--- src/rtl/eight_bit_accumulator_if.sv ---
// eight_bit_accumulator_if: bundles the request, operand stream and result
// signals of the eight-bit accumulator.
//   master : the requester. It drives Start/Len, the operand stream
//            (In_Valid/In_Data) and the result Out_Ready.
//   slave  : the accumulator. It drives In_Ready, Out_Valid, Sum, Cout,
//            Count and Busy.
interface eight_bit_accumulator_if #(
  parameter int COUNT_W = 4
);
  logic               Start;
  logic [COUNT_W-1:0] Len;
  logic               In_Valid;
  logic               In_Ready;
  logic [7:0]         In_Data;
  logic               Out_Valid;
  logic               Out_Ready;
  logic [7:0]         Sum;
  logic               Cout;
  logic [COUNT_W-1:0] Count;
  logic               Busy;

  modport master (
    output Start, Len, In_Valid, In_Data, Out_Ready,
    input  In_Ready, Out_Valid, Sum, Cout, Count, Busy
  );

  modport slave (
    input  Start, Len, In_Valid, In_Data, Out_Ready,
    output In_Ready, Out_Valid, Sum, Cout, Count, Busy
  );
endinterface

--- src/rtl/eight_bit_accumulator.sv ---
// eight_bit_accumulator: sums a run of Len unsigned 8-bit operands.
//   Clk  : rising-edge clock
//   Rst  : synchronous active-high reset. It wins over every other input.
//   bus  : eight_bit_accumulator_if.slave
//          Start/Len          start a run. Sampled only in IDLE.
//          In_Valid/In_Ready  operand handshake. In_Ready is high only in ACCUM.
//          In_Data            operand
//          Out_Valid/Out_Ready result handshake. Out_Valid is high only in DONE.
//          Sum/Cout/Count     result, sticky carry and number of operands taken
//          Busy               high in ACCUM and DONE
// Parameters:
//   COUNT_W  : width of Len and Count
//   SATURATE : 0 wraps Sum modulo 256. 1 clamps Sum to 8'hFF once any carry
//              has been seen.
module eight_bit_accumulator #(
  parameter int COUNT_W  = 4,
  parameter int SATURATE = 0
) (
  input logic                          Clk,
  input logic                          Rst,
  eight_bit_accumulator_if.slave       bus
);

  typedef enum logic [1:0] {IDLE, ACCUM, DONE} state_t;

  state_t             state;
  logic [COUNT_W-1:0] len_q;
  logic [7:0]         sum_q;
  logic               cout_q;
  logic [COUNT_W-1:0] count_q;
  logic               in_ready_q;
  logic               out_valid_q;
  logic               busy_q;

  // 9-bit add so that bit 8 is the carry-out of this operand's addition.
  logic [8:0] add_full;
  logic       xfer;
  logic       last_op;
  logic       sat_hit;

  assign add_full = {1'b0, sum_q} + {1'b0, bus.In_Data};
  assign xfer     = bus.In_Valid & in_ready_q;
  // Len is never zero in ACCUM, so len_q - 1 cannot underflow here.
  assign last_op  = (count_q == len_q - COUNT_W'(1));
  // Once any carry has been seen the clamp sticks for the rest of the run.
  assign sat_hit  = (SATURATE != 0) && (add_full[8] || cout_q);

  // The handshake outputs are registered alongside the state. They always
  // equal the decode of the state register, without a combinational path
  // from the inputs.
  always_ff @(posedge Clk) begin
    if (Rst) begin
      state       <= IDLE;
      len_q       <= '0;
      sum_q       <= '0;
      cout_q      <= 1'b0;
      count_q     <= '0;
      in_ready_q  <= 1'b0;
      out_valid_q <= 1'b0;
      busy_q      <= 1'b0;
    end else begin
      case (state)
        IDLE: begin
          // The previous result stays visible until a new run starts.
          if (bus.Start) begin
            len_q   <= bus.Len;
            sum_q   <= '0;
            cout_q  <= 1'b0;
            count_q <= '0;
            busy_q  <= 1'b1;
            if (bus.Len != '0) begin
              state      <= ACCUM;
              in_ready_q <= 1'b1;
            end else begin
              // A run of zero operands produces an empty result at once.
              state       <= DONE;
              out_valid_q <= 1'b1;
            end
          end
        end

        ACCUM: begin
          if (xfer) begin
            sum_q   <= sat_hit ? 8'hFF : add_full[7:0];
            cout_q  <= cout_q | add_full[8];
            count_q <= count_q + COUNT_W'(1);
            if (last_op) begin
              state       <= DONE;
              in_ready_q  <= 1'b0;
              out_valid_q <= 1'b1;
            end
          end
        end

        DONE: begin
          // Start is ignored here, including in the handshake cycle.
          if (bus.Out_Ready) begin
            state       <= IDLE;
            out_valid_q <= 1'b0;
            busy_q      <= 1'b0;
          end
        end

        default: begin
          state       <= IDLE;
          in_ready_q  <= 1'b0;
          out_valid_q <= 1'b0;
          busy_q      <= 1'b0;
        end
      endcase
    end
  end

  assign bus.In_Ready  = in_ready_q;
  assign bus.Out_Valid = out_valid_q;
  assign bus.Sum       = sum_q;
  assign bus.Cout      = cout_q;
  assign bus.Count     = count_q;
  assign bus.Busy      = busy_q;

endmodule

--- src/flat_wrapper.sv ---
// flat-port wrapper written by rule: the top's interface ports become plain ports
module eight_bit_accumulator_flat 
#(
  parameter int COUNT_W  = 4,
  parameter int SATURATE = 0
)
  (Clk, Rst, bus_Start, bus_Len, bus_In_Valid, bus_In_Data, bus_Out_Ready, bus_In_Ready, bus_Out_Valid, bus_Sum, bus_Cout, bus_Count, bus_Busy);
  eight_bit_accumulator_if #(.COUNT_W(COUNT_W)) bus_i ();
  input logic Clk;
  input logic Rst;
  input wire logic [$bits(bus_i.Start)-1:0] bus_Start;
  input wire logic [$bits(bus_i.Len)-1:0] bus_Len;
  input wire logic [$bits(bus_i.In_Valid)-1:0] bus_In_Valid;
  input wire logic [$bits(bus_i.In_Data)-1:0] bus_In_Data;
  input wire logic [$bits(bus_i.Out_Ready)-1:0] bus_Out_Ready;
  output wire logic [$bits(bus_i.In_Ready)-1:0] bus_In_Ready;
  output wire logic [$bits(bus_i.Out_Valid)-1:0] bus_Out_Valid;
  output wire logic [$bits(bus_i.Sum)-1:0] bus_Sum;
  output wire logic [$bits(bus_i.Cout)-1:0] bus_Cout;
  output wire logic [$bits(bus_i.Count)-1:0] bus_Count;
  output wire logic [$bits(bus_i.Busy)-1:0] bus_Busy;
  assign bus_i.Start = bus_Start;
  assign bus_i.Len = bus_Len;
  assign bus_i.In_Valid = bus_In_Valid;
  assign bus_i.In_Data = bus_In_Data;
  assign bus_i.Out_Ready = bus_Out_Ready;
  assign bus_In_Ready = bus_i.In_Ready;
  assign bus_Out_Valid = bus_i.Out_Valid;
  assign bus_Sum = bus_i.Sum;
  assign bus_Cout = bus_i.Cout;
  assign bus_Count = bus_i.Count;
  assign bus_Busy = bus_i.Busy;
  eight_bit_accumulator #(.COUNT_W(COUNT_W), .SATURATE(SATURATE)) u_core (.Clk(Clk), .Rst(Rst), .bus(bus_i));
endmodule
--- config.mk ---
export PLATFORM = sky130hd
export DESIGN_NAME = eight_bit_accumulator_flat
export DESIGN_NICKNAME = d
export VERILOG_FILES = /design/src/rtl/eight_bit_accumulator_if.sv /design/src/rtl/eight_bit_accumulator.sv /design/src/flat_wrapper.sv
export SDC_FILE = /design/constraint.sdc
export NUM_CORES = 1
export LEC_CHECK = 0
export CORE_MARGIN = 4
export CORE_UTILIZATION = 49
export DETAILED_ROUTE_END_ITERATION = 8
export GPL_TIMING_DRIVEN = 0
export PLACE_DENSITY = 0.8
export SETUP_SLACK_MARGIN = 0.4
export SYNTH_ARGS = -nofsm -noshare
export SYNTH_HDL_FRONTEND = slang
export SYNTH_SLANG_ARGS = --single-unit
--- constraint.sdc ---
create_clock -name Clk -period 4.5 [get_ports Clk]
set_input_delay 0.9 -clock Clk [delete_from_list [all_inputs] [get_ports Clk]]
set_output_delay 0.9 -clock Clk [all_outputs]
set_load 0.01 [all_outputs]
==> flow_metrics.env, run 1 <==
export IMPL_worstReg2RegStart="u_core.bus.Sum[0]$_SDFFE_PP0P_"
export IMPL_netlist_area_um2=1310
export IMPL_vias=1250
export IMPL_wl_per_cell_um=14.21
export IMPL_finalHoldViolCount=0
export IMPL_crit_chain="clkdlybuf4s50_1 > ha_1 > fa_1 > a211oi_1 > o21ai_0 > a2111oi_0 > nor3_1"
export IMPL_synth_commonest_cells="24 x nor2_1, 22 x dfxtp_1, 10 x ha_1, 9 x nand3_1, 8 x o21ai_0"
export IMPL_clock_latency_ns=0.31
export IMPL_ant_nets=0
export IMPL_grt_pass1_wl_um=5085
export IMPL_pwr_density_cell_nw_per_um2=239.2
export IMPL_antenna_cells=0
export IMPL_arrival_ns=3.01
export IMPL_cts_buffer_depth=2
export IMPL_synth_top_area_frac=0.3362
export IMPL_setup_viol=0
export IMPL_p_leak_uw=0.0006816
export IMPL_grt_antenna_before_repair=0
export IMPL_synth_cell_type_count=43
export IMPL_stdcell_count=216
export IMPL_grt_overflow=0
export IMPL_peakVddDrop_v=0.0001957
export IMPL_rsz0062_at_grt="no"
export IMPL_synth_largest_area_cell="dfxtp_1"
export IMPL_place_inst=213
export IMPL_syn_area_per_cell_um2=8.618
export IMPL_synth_simple_area_share=0.2302
export IMPL_drtIter0Drc=31
export IMPL_dr_pass1_iters=4
export IMPL_syn_to_final_growth_pct=28.27
export IMPL_yosys_top_cells_area="dfxtp_1 34%, ha_1 9.6%, nor2_1 6.9%"
export IMPL_synth_adder_area_share=0.1108
export IMPL_die_h_um=59.71
export IMPL_tns_ns=0
export IMPL_drv_slew=0
export IMPL_holdPathStages=2
export IMPL_dp_hpwl_um=2426
export IMPL_worstSetupEndpointType="flop"
export IMPL_core_um2=2522
export IMPL_muxShareOfSynthArea=0.01528
export IMPL_grt_max_degree=12
export IMPL_cts_sinks=22
export IMPL_cts_made_buffers=3
export IMPL_fp_dieW_um=59.71
export IMPL_outcome="completed"
export IMPL_clk_pin_slew_ns=0.12
export IMPL_avgViaCountPerCell=5.787
export IMPL_num_io_pins=33
export IMPL_synth_compound_area_frac=0.2053
export IMPL_design_die_area_um2=3565
export IMPL_synth_seq_area_share=0.3362
export IMPL_post_cts_buffers=0
export IMPL_drc_errors=0
export IMPL_finalCritPeriodShare=0.6242
export IMPL_pre_cts_ws_ns=1.376
export IMPL_cp_depth=7
export IMPL_totalWireLength_um=3070
export IMPL_critical_path_max_fanout=3
export IMPL_initial_utilization=0.5193
export IMPL_cts_tree="built"
export IMPL_yosysWarnings=0
export IMPL_grtUsageTotal=0.1867
export IMPL_slowest_delay_ns=0.44
export IMPL_synth_xor_area_frac=0.06495
export IMPL_netlist_instances=152
export IMPL_n_fill_cell=226
export IMPL_clock_skew_ns=0.002565
export IMPL_syn_num_nets=180
export IMPL_worst_ep_required_time_ns=4.70
export IMPL_relSlewSlack=0.7122
export IMPL_rows=18
export IMPL_synth_edf_count=0
export IMPL_root_buffer="clkbuf_4"
export IMPL_synthFlopType="dfxtp_1"
export IMPL_hold_path_class="reg -> reg"
export IMPL_period_minus_slack_ns=2.809
export IMPL_gp_congestion=0.8215
export IMPL_post_cts_resize_count=0
export IMPL_start_kind="input pin"
export IMPL_fin_ws_ns=1.691
export IMPL_worst_path_buf_inv=1
export IMPL_hp_start="u_core.bus.Sum[4]$_SDFFE_PP0P_"
export IMPL_port_buffers=31
export IMPL_critPathTopFamily="compound AO/OA/AOI/OAI gates"
export IMPL_worstMarginPinSlew_ns=0.4300
export IMPL_grt_pass1_vias=1195
export IMPL_critPathKind="in -> reg"
export IMPL_fin_nets=216
export IMPL_htree_levels=1
export IMPL_whs_ns=0.4848
export IMPL_clock_fmax_ghz=0.3560
export IMPL_postCtsHoldBufs=0
export IMPL_yosysMostFrequentCell="nor2_1"
export IMPL_ys_async_sr_fraction=0
export IMPL_ff2ff_path_depth=6
export IMPL_synth_top_family_by_area="simple AND/OR/NAND/NOR gates"
export IMPL_drv_cap=0
export IMPL_ys_ff_latch=22
export IMPL_slowest_stage="fa_1"
export IMPL_cp_startpoint="bus_In_Data[0]"
export IMPL_drive_above_1_share=0.06989
## sequential cells by signal, summed over array words and instances, names as in the netlist
name,flops
u_core.bus.Cout,1
u_core.bus.In_Ready,1
u_core.len_q,4
u_core.bus.Out_Valid,1
u_core.state,2
u_core.bus.Count,4
u_core.bus.Sum,8
u_core.bus.Busy,1
## worst register-to-register path: stages, from the launching register on
cell       delay [ns]
dfxtp_1          0.35
ha_1             0.25
fa_1             0.44
a211oi_1         0.27
o21ai_0          0.23
a2111oi_0        0.43
nor3_1           0.09
## layout make-up
cell class | instances | area [um^2] | area share
multi-input combinational | 119 | 820.8 | 0.4885
buffer | 6 | 30.03 | 0.01787
inverter | 5 | 18.77 | 0.01117
tap | 30 | 37.54 | 0.02234
sequential | 22 | 440.4 | 0.2621
clock buffer | 3 | 22.52 | 0.01340
timing repair buffer | 31 | 310.3 | 0.1847
## through the flow
stage                       util  area (um^2)  power, uW
after floorplan                -         1310      275.8
after global placement    0.6572         1658      310.3
after detailed placement  0.6572         1658      313.6
after CTS                 0.6662         1680      404.2
after global routing      0.6662         1680      423.5
final                     0.6662         1680      401.9
## final timing paths
kind / endpoint / slack, ns
hold / removal: u_core.bus.Sum[4]$_SDFFE_PP0P_ / 0.48
setup reg to reg: u_core.bus.Cout$_SDFFE_PP0P_ / 2.33
hold reg to reg: u_core.bus.Sum[4]$_SDFFE_PP0P_ / 0.48
setup / recovery: u_core.bus.Cout$_SDFFE_PP0P_ / 1.69
## cell usage in the layout, fill, tap and decap left out, types with 3 or more instances in the layout
master	Yosys	layout
clkdlybuf4s50_1	0	31
a21oi_1	5	5
inv_1	5	5
o21ai_0	8	8
xor2_1	4	4
a22oi_1	6	6
nand3_1	9	9
ha_1	10	10
dfxtp_1	22	22
a211o_1	4	4
nor2_1	24	24
nand4_1	3	3
buf_2	3	3
xnor2_1	3	3
or2_2	3	3
nor3_1	4	4
clkbuf_4	0	3
nand2_1	7	7
## layer usage
layer	share of wire	routed length, um	track usage
met5	0	0	0
met1	0.45	1371	0.2149
met2	0.49	1515	0.3302
met4	0.011	34	0.08228
met3	0.048	148	0.03672
## kinds of logic after synthesis
kind of cell / count (synthesis)
adders and majority gates: 11
muxes: 2
DFF: 22
buffers and inverters: 11
AOI/OAI and AO/OA: 38
and+or+nand+nor: 60
xor gates and xnor gates: 8
## report_power, final
group	total (uW)	switching (uW)	leakage, uW	internal, uW
logic	97.6	48.5	0.000489	49.1
clock network	92.4	61.1	0.0000138	31.3
registers	212	7.84	0.000179	204
No activity file was read; power rests on OpenSTA's default activity.
==> run 2: changes to the inputs <==
--- a/config.mk
+++ b/config.mk
@@ -6,10 +6,10 @@
 export NUM_CORES = 1
 export LEC_CHECK = 0
 export CORE_MARGIN = 4
-export CORE_UTILIZATION = 49
+export CORE_UTILIZATION = 48
 export DETAILED_ROUTE_END_ITERATION = 8
 export GPL_TIMING_DRIVEN = 0
-export PLACE_DENSITY = 0.8
+export PLACE_DENSITY = 0.78
 export SETUP_SLACK_MARGIN = 0.4
 export SYNTH_ARGS = -nofsm -noshare
 export SYNTH_HDL_FRONTEND = slang
==> constraint.sdc (replaced) <==
create_clock -name Clk -period 2.63 [get_ports Clk]
set_input_delay 0.526 -clock Clk [delete_from_list [all_inputs] [get_ports Clk]]
set_output_delay 0.526 -clock Clk [all_outputs]
set_load 0.01 [all_outputs]
==> flow_metrics.env, run 2 (same netlist as run 1, synthesis figures left out) <==
export IMPL_grt_pass1_wl_um=5347
export IMPL_cts_buffer_depth=2
export IMPL_wl_per_cell_um=14.56
export IMPL_dp_hpwl_um=2428
export IMPL_p_total_uw=725.2
export IMPL_grt_max_degree=13
export IMPL_core_um2=2545
export IMPL_dr_pass1_iters=4
export IMPL_p_leak_uw=0.0006917
export IMPL_finalCritPeriodShare=0.8254
export IMPL_fin_area_um2=1712
export IMPL_rsz0062_at_grt="no"
export IMPL_drv_cap=0
export IMPL_seqPwrFrac=0.500
export IMPL_fp_dieW_um=60.24
export IMPL_p_sw_frac=0.2852
export IMPL_drc_errors=0
export IMPL_die_h_um=60.24
export IMPL_final_common_cell="clkdlybuf4s50_1"
export IMPL_critPathKind="in -> reg"
export IMPL_rows=18
export IMPL_clock_fmax_ghz=0.4606
export IMPL_final_util=0.6726
export IMPL_clock_latency_ns=0.31
export IMPL_relSlewSlack=0.7064
export IMPL_fin_ws_ns=0.4591
export IMPL_syn_to_final_growth_pct=30.66
export IMPL_p_int_uw=518.4
export IMPL_cts_tree="built"
export IMPL_antenna_cells=0
export IMPL_clock_skew_ns=0.001173
export IMPL_postCtsHoldBufs=0
export IMPL_grtUsageTotal=0.1944
export IMPL_grt_antenna_before_repair=0
export IMPL_outcome="completed"
export IMPL_fin_nets=216
export IMPL_design_die_area_um2=3629
export IMPL_combinationalPowerShare=0.234
export IMPL_htree_levels=1
export IMPL_place_inst=213
export IMPL_slowest_delay_ns=0.41
export IMPL_drv_slew=0
export IMPL_period_minus_slack_ns=2.171
export IMPL_placed_cell_area_um2=1658
export IMPL_slowest_stage="clkdlybuf4s50_1"
export IMPL_pwr_share_clk=0.266
export IMPL_pre_cts_ws_ns=-0.1642
export IMPL_port_buffers=31
export IMPL_drtIter0Drc=27
export IMPL_layout_common_cells="31 x clkdlybuf4s50_1, 24 x nor2_1, 22 x dfxtp_1"
export IMPL_grt_pass1_vias=1252
export IMPL_start_kind="input pin"
export IMPL_finalHoldViolCount=0
export IMPL_gp_congestion=0.8337
export IMPL_post_cts_buffers=0
export IMPL_critical_path_max_fanout=3
export IMPL_worstMarginPinSlew_ns=0.4404
export IMPL_drive_above_1_share=0.09626
export IMPL_ant_nets=0
export IMPL_root_buffer="clkbuf_4"
export IMPL_vias=1258
export IMPL_cts_made_buffers=3
export IMPL_num_io_pins=33
export IMPL_peakVddDrop_v=0.0004179
export IMPL_clk_pin_slew_ns=0.13
export IMPL_pwr_density_cell_nw_per_um2=423.7
export IMPL_arrival_ns=2.38
export IMPL_largest_register_ffs=8
export IMPL_p_sw_uw=206.9
export IMPL_setup_viol=0
export IMPL_crit_chain="clkdlybuf4s50_1 > ha_1 > fa_2 > a211oi_2 > o21ai_2 > a2111oi_2 > nor3_1"
export IMPL_avgViaCountPerCell=5.797
export IMPL_n_fill_cell=230
export IMPL_worst_ep_required_time_ns=2.84
export IMPL_worstSetupEndpointType="flop"
export IMPL_totalWireLength_um=3160
export IMPL_cts_sinks=22
export IMPL_grt_overflow=0
export IMPL_stdcell_count=217
export IMPL_hold_path_class="reg -> reg"
export IMPL_initial_utilization=0.5147
## run 2: changes by cell type in the layout (fill, tap and decap cells not counted)
cell,before,now
a2111oi_2,0,1
o21ai_2,0,1
clkbuf_8,0,1
a211oi_2,0,1
fa_2,0,1
a2111oi_0,1,0
fa_1,1,0
a211oi_1,2,1
o21ai_0,8,7
## run 2: worst paths after layout
kind | from | to | slack, ns | cells after the start
worst max-delay path | bus_In_Data[0] | u_core.bus.Cout$_SDFFE_PP0P_ | 0.46 | 7
worst min-delay path | u_core.bus.Sum[4]$_SDFFE_PP0P_ | u_core.bus.Sum[4]$_SDFFE_PP0P_ | 0.48 | 2
worst max register to register | u_core.bus.Sum[0]$_SDFFE_PP0P_ | u_core.bus.Cout$_SDFFE_PP0P_ | 0.73 | 6
worst min register to register | u_core.bus.Sum[4]$_SDFFE_PP0P_ | u_core.bus.Sum[4]$_SDFFE_PP0P_ | 0.48 | 2
## run 2: routing by layer
metal  wire length, um  global-route usage  vias up
met2              1477              0.3194       28
met4                58              0.1013        0
met3               120             0.03456        8
met1              1503              0.2398      592
li1                  -                   -      630
met5                 0                   0        -
## run 2: final cells by class
cell class,instances,area [um^2],area share
sequential,22,440.4,0.2573
timing repair buffer,31,310.3,0.1813
tap,30,37.54,0.02193
inverter,5,18.77,0.01096
multi-input combinational,119,838.3,0.4898
buffer,6,30.03,0.01754
clock buffer,4,36.28,0.02120
## run 2: power groups by stage
stage	Sequential [uW]	Combinational (uW)	Clock, uW
after floorplan	371	101	0
after global placement	369	162	0
final	362	170	193
after global routing	365	189	213
after detailed placement	369	167	0
after CTS	362	169	194
## run 2: stage by stage
stage          TNS [ns]  hold WS, ns
4_1_cts               0       0.4874
6_report              0       0.4803
3_5_place_dp    -0.1642       0.4683
3_3_place_gp   -0.06755       0.4643
2_1_floorplan         0       0.4804
5_1_grt               0       0.5311
## run 2: worst max-delay path, delay by kind of cell
family / cells / cell delay (ns)
AOI/OAI and AO/OA: 3 / 0.71
adders and majority gates: 2 / 0.64
buffers and inverters: 1 / 0.41
and+or+nand+nor: 1 / 0.09
## run 2: timing repair
action | CTS | global route
resized for setup | 4 | 2
setup endpoints to repair | 2 | 1
pin swaps | 0 | 0
